===== src/rtl/ahb_slave_control.sv =====
// AHB slave transfer controller: accepts transfers, screens illegal accesses, stalls reads on a busy buffer.
// Optional misaligned-access screening is enabled by defining AHB_SLAVE_MISALIGN_CHECK_EN.
module ahb_slave_control #(
    parameter int unsigned MAX_WAIT = 15
) (
    input  logic       clk,
    input  logic       rst,
    input  logic       hsel,
    input  logic [1:0] htrans,
    input  logic       hwrite,
    input  logic [3:0] haddr,
    input  logic [1:0] hsize,
    input  logic       buffer_busy,
    output logic [3:0] haddr_reg,
    output logic [1:0] hsize_reg,
    output logic       wr_en,
    output logic       rd_en,
    output logic       hready,
    output logic       hresp
);

    typedef enum logic [2:0] {
        S_IDLE,
        S_DATA,
        S_WAIT,
        S_ERR1,
        S_ERR2
    } state_t;

    localparam logic [7:0] MAX_WAIT_C = 8'(MAX_WAIT);

    state_t     state;
    state_t     state_next;
    logic       hwrite_reg;
    logic [7:0] wait_cnt;
    logic       accept;
    logic       illegal;
    logic       buf_read;
    logic       unused_htrans;

    // Only htrans[1] distinguishes active (NONSEQ/SEQ) from IDLE/BUSY.
    assign unused_htrans = htrans[0];

    // Addresses 0-3 are served from the data buffer and may stall on reads.
    assign buf_read = !hwrite_reg && (haddr_reg < 4'd4);

    always_comb begin
        illegal = 1'b0;
        if (haddr inside {[4'h9:4'hB], [4'hE:4'hF]})
            illegal = 1'b1;
        if (hwrite && (haddr inside {[4'h4:4'h8]}))
            illegal = 1'b1;
        if (hsize == 2'd3)
            illegal = 1'b1;
`ifdef AHB_SLAVE_MISALIGN_CHECK_EN
        if ((hsize == 2'd2 && haddr[1:0] != 2'b00) || (hsize == 2'd1 && haddr[0]))
            illegal = 1'b1;
`endif
    end

    always_comb begin
        state_next = state;
        hready     = 1'b1;
        hresp      = 1'b0;
        wr_en      = 1'b0;
        rd_en      = 1'b0;
        case (state)
            S_IDLE: state_next = S_IDLE;
            S_DATA: begin
                if (buf_read && buffer_busy) begin
                    hready     = 1'b0;
                    state_next = S_WAIT;
                end else begin
                    wr_en      = hwrite_reg;
                    rd_en      = !hwrite_reg;
                    state_next = S_IDLE;
                end
            end
            S_WAIT: begin
                hready = 1'b0;
                if (!buffer_busy)
                    state_next = S_DATA;
                else if (wait_cnt + 8'd1 == MAX_WAIT_C)
                    state_next = S_ERR1;
            end
            S_ERR1: begin
                hready     = 1'b0;
                hresp      = 1'b1;
                state_next = S_ERR2;
            end
            S_ERR2: begin
                hresp      = 1'b1;
                state_next = S_IDLE;
            end
            default: state_next = S_IDLE;
        endcase
        // hready is low in every state that must not take a new transfer.
        accept = hsel && htrans[1] && hready;
        if (accept)
            state_next = illegal ? S_ERR1 : S_DATA;
    end

    always_ff @(posedge clk) begin
        if (rst) begin
            state      <= S_IDLE;
            haddr_reg  <= '0;
            hsize_reg  <= '0;
            hwrite_reg <= 1'b0;
        end else begin
            state <= state_next;
            if (accept) begin
                haddr_reg  <= haddr;
                hsize_reg  <= hsize;
                hwrite_reg <= hwrite;
            end
        end
    end

    always_ff @(posedge clk) begin
        if (rst)
            wait_cnt <= '0;
        else if (state == S_WAIT && buffer_busy)
            wait_cnt <= wait_cnt + 8'd1;
        else
            wait_cnt <= '0;
    end

endmodule


===== config.mk =====
export PLATFORM = sky130hd
export DESIGN_NAME = ahb_slave_control
export DESIGN_NICKNAME = d
export VERILOG_FILES = /design/src/rtl/ahb_slave_control.sv
export SDC_FILE = /design/constraint.sdc
export NUM_CORES = 1
export LEC_CHECK = 0
export CAP_MARGIN = 20
export CORE_ASPECT_RATIO = 1.75
export CORE_MARGIN = 1
export CORE_UTILIZATION = 35
export CTS_CLUSTER_SIZE = 28
export DETAILED_ROUTE_END_ITERATION = 12
export PLACE_DENSITY_LB_ADDON = 0.15
export SYNTH_ARGS = -nofsm -noshare
export SYNTH_HDL_FRONTEND = slang
export SYNTH_SLANG_ARGS = --single-unit

===== constraint.sdc =====
create_clock -name clk -period 2.09 [get_ports clk]
set_input_delay 0.5225 -clock clk [delete_from_list [all_inputs] [get_ports clk]]
set_output_delay 0.5225 -clock clk [all_outputs]
set_load 0.02 [all_outputs]

# [Word level (Yosys, flattened, before mapping)]
# Cells that the tools add are included.
[totals] ff_bits=18 input_bits=13 word_cells=51
[op_classes] addsub=1 n_lt_le_gt_ge=7 n_eq_ne=7 muxes=16 bitwise_logic=1 n_reduce_logical=14
[ops] cell="$le 4x4->1 const B" n=3
[ops] cell="$logic_and 1x1->1" n=9
[ops] cell="$mux 1" n=9
[ops] cell="$mux 3" n=3
[ops] cell="$pmux 3 s3" n=1
[ops] cell="$add 8x1->8 const B" n=1
[ops] cell="$eq 8x4->1 const B" n=1
[ops] cell="$ge 4x4->1 const B" n=2
[ops] cell="$eq 3x2->1 const B" n=2
[ops] cell="$reduce_or 2->1" n=3
[ops] cell="$ge 4x3->1 const B" n=1
[ops] cell="$lt 4x3->1 const B" n=1
[ops] cell="$mux 2" n=2
[ops] cell="$ne 4x4->1 const B" n=1
[ops] cell="$eq 3x1->1 const B" n=1
[ops] cell="$eq 3x3->1 const B" n=1
[ops] cell="$eq 2x2->1 const B" n=1
[ops] cell="$pmux 1 s2" n=1
[ops] cell="$reduce_bool 2->1" n=1
[ops] cell="$logic_not 1->1" n=1
[ops] cell="$not 1->1" n=1

# [Logic depth before layout (Yosys ltp)]
[depth] ltp_word=8 depth_mapped=6 ltp_nobuf=5

# [Least setup slack after synthesis]
# Ideal clock, no wire load.
[synth_path] path_kind="input -> output" from="in buffer_busy" to="out hready" arrival_time_ps=1147 required_ps=1567 slack_ps=421 path_stages=3 path_buffers=0 cell_sequence="nor4b_2 a21o_1 nand2_1"
[synth_between] elab_chain_len=3
[synth_lines] item="start: declaration" line="13" rtl="input logic buffer_busy,"
[synth_lines] item="$logic_and 1x1->1" line="70" rtl="if (buf_read && buffer_busy) begin"
[synth_lines] item="$mux 1" line="70"
[synth_lines] item="$pmux 1 s2" line="67" rtl="case (state)"
[synth_lines] item="end: declaration" line="18" rtl="output logic hready,"
# Every way passes these cells.

# [Worst setup path after layout]
[layout_path] from="reg state[2]" to="out hresp"
[layout_between] elab_chain_len=3
[layout_lines] item="start: declaration" line="32" rtl="state_t state;"
[layout_lines] item="start signal: assignment" line="110" rtl="state <= state_next;"
[layout_lines] item="$eq 3x2->1 or $eq 3x3->1 (tied branches)" line="67"
[layout_lines] item="$reduce_or 2->1 (no line) *"
[layout_lines] item="$mux 1 *" line="67"
[layout_lines] item="end: declaration" line="19" rtl="output logic hresp"
# Mark *: on every way between the ends. The rest lies on a longest branch, timed or not.

==> impl_metrics.tcl <==
set metrics [dict create \
    run_status "complete, no violations" \
    top_level_port_count 23 \
    synthesis.area_um2 897 \
    worstHoldPathCells 1 \
    vias 768 \
    start_util_pct 38.0 \
    rsz0062_at_grt "false" \
    ctsHoldBuffers 0 \
    setup.reg_to_reg.worst_slack_ns 0.55 \
    die_width_um 40.3 \
    synth-edff-count 0 \
    place_hpwl_mm 1.45 \
    dr_wl_cell_um 12.2 \
    syn_to_final_growth_pct 36.1 \
    setup_viol 0 \
    route.detailed.drc 0 \
    drt.antenna.violating_nets 0 \
    seq_total_area_yosys_pct 40.2 \
    initialDrtViolationCount 0 \
    post_synth_inst_count 100 \
    timing.slew.headroom_pct 77.4 \
    drt_first_pass_iters 1 \
    fp-row-count 23 \
    cts-htree-levels 1 \
    worst_setup_path_end_kind "output pin" \
    synth_fp_nets 115 \
    synthesis.area_per_instance_um2 8.97 \
    total_power_mw 0.768 \
    drive_gt1_share_pct 14.3 \
    nets 142 \
    floorplan.die.height_um 69.0 \
    tritoncts "yes" \
    grt_util_all_layers_pct 16.8 \
    vias_per_cell 5.09 \
    cell_internal_pwr_mw 0.590 \
    netlist-cell-type-count 32 \
    worst_skew_pair.late_latency_ns 0.25 \
    largest_reg_flops 8 \
    maxSlewViolCount 0 \
    postSynth.asyncResetShare_pct 0 \
    path_depth_of_the_worst_reg2reg_path 6 \
    global_route.overflow_total 0 \
    dp_worst_setup_slack_ns -0.401 \
    portBuffers 21 \
    post_route_clock_period_utilization_pct 93.0 \
    n_antenna_cell 0 \
    yosys-top-cells-count "18 x dfxtp_1, 17 x nor2_1, 7 x mux2i_1, 7 x nand2_1, 5 x a21oi_1" \
    clk_pin_slew_ns 0.07 \
    clk_path_buf_depth 2 \
    ys.warnings.count 0 \
    first_pass_grt_wire_length_mm 3.16 \
    report.final.hold_viol_count 0 \
    grt_start_max_net_pins 11 \
    switching_share_pct 23.2 \
    timing.final.crit_period_ns 1.94 \
    layout_setup_ws_ns 0.146 \
    critical_path_required_ns 1.57 \
    cts_sinks 18 \
    worst-endpoint-arrival_ns 1.42 \
    hold_class "reg -> reg" \
    maxCapViolations 0 \
    root_buffer_selected_by_cts "clkbuf_8" \
    post-synth-top-area-cell "dfxtp_1" \
    switchingPower_mw 0.178 \
    fin_skew_ns 0.00210 \
    cp-start-kind "flip-flop" \
    power.density_cell_area_nw_per_um2 629 \
    vdd_drop_max_v 0.000582 \
    drt_wl_total_mm 1.84 \
    power.share.clock_pct 36.3 \
    cts_inserted_buffers 3 \
    first_global_vias 765 \
    synth_top_area_share_pct 40.2 \
    gp_routability_congestion 0.746 \
    power.share.sequential_pct 48.1 \
    critical_path_class "reg -> out" \
    total_leakage_power_nw 0.498 \
    core-area_um2 2360 \
    antenna_found_initial 0 \
    yosys-top-cells-area "dfxtp_1 40%, mux2i_1 7.8%, nor2_1 7.1%" \
    worstPathMaxFanout 5 \
    fmax_mhz 514 \
    ys_ff_latch 18 \
    tightest_slew_ns 0.339 \
    die-area_um2 2780 \
    ys_dominant_reg_cell "dfxtp_1" \
    synth_most_common_cell "dfxtp_1" \
    combinational_cell_fraction_of_total_power_pct 15.6 \
]
-- worst paths after layout --
path | startpoint | end
hold reg to reg | wait_cnt[0]$_SDFF_PP0_ | wait_cnt[0]$_SDFF_PP0_
setup / recovery | state[2]$_SDFFE_PP0P_ | hresp
setup reg to reg | haddr_reg[2]$_SDFFE_PP0P_ | hwrite_reg$_SDFFE_PP0P_
hold / removal | wait_cnt[0]$_SDFF_PP0_ | wait_cnt[0]$_SDFF_PP0_
-- cell families after synthesis --
kind of cell	count (synthesis)	share of synthesized area [%]
multiplexers	7	7.81
XOR/XNOR	6	5.86
AND/OR/NAND/NOR	45	27.8
buffers and inverters	8	3.90
flip-flops	18	40.2
AO/OA/AOI/OAI	14	11.7
adder cells (fa/ha/maj)	2	2.79
-- layout make-up --
class                      instances  area (um^2)
tap                               25         31.3
inverter                           4         15.0
multi-input combinational         74          510
fill                             218         1140
sequential                        18          364
timing repair buffer              26          245
clock buffer                       4         55.1
-- per-layer routing --
metal  up-vias  GRT usage (%)  part of all wire (%)
li1        399              -                     -
met1       347           15.4                    39
met2        17           31.5                    54
met3         5           2.88                   4.2
met4         0           10.0                   2.6
met5         -              0                     0
-- per-stage QoR --
stage | cell area (um^2) | setup TNS [ns] | hold slack (ns) | utilization, % | cells
2_1_floorplan | 897 | 0 | 0.448 | - | 100
3_3_place_gp | 1160 | -1.06 | 0.472 | 49.0 | 147
3_5_place_dp | 1160 | -1.15 | 0.475 | 49.0 | 147
4_1_cts | 1210 | 0 | 0.493 | 51.4 | 151
5_1_grt | 1220 | 0 | 0.527 | 51.7 | 151
6_report | 1220 | 0 | 0.488 | 51.7 | 151
-- power groups by stage --
stage	registers (mW)	logic [mW]	clock network (mW)
4_1_cts	0.369	0.122	0.293
3_5_place_dp	0.376	0.123	0
5_1_grt	0.371	0.132	0.308
6_report	0.369	0.120	0.279
3_3_place_gp	0.375	0.122	0
2_1_floorplan	0.378	0.0605	0
-- cells in the final DEF (no fill, tap or decap), types with 2 or more instances in the layout --
cell type / n
dfxtp_1: 17
clkbuf_8: 4
clkdlybuf4s50_1: 16
and3b_1: 2
and3_1: 3
dlygate4sd2_1: 2
xor2_1: 2
nor3b_1: 3
xnor2_1: 4
inv_1: 3
o21ai_0: 4
nand2_1: 7
dlymetal6s2s_1: 2
a21oi_1: 5
buf_4: 5
ha_1: 2
nor2_1: 17
nand3_1: 4
mux2i_1: 7
-- timing repair --
action                     in CTS  in global routing
pin swaps                       1                  1
buffers inserted                0                  0
gates resized for setup         8                  3
setup endpoints to repair       4                  3
-- worst max-delay path, stage by stage (launching register included) --
cell and delay [ns]:
dfxtp_1 0.45, or2b_1 0.25, o21ai_0 0.13, dlygate4sd2_1 0.35
No activity file was read; power rests on OpenSTA's default activity.
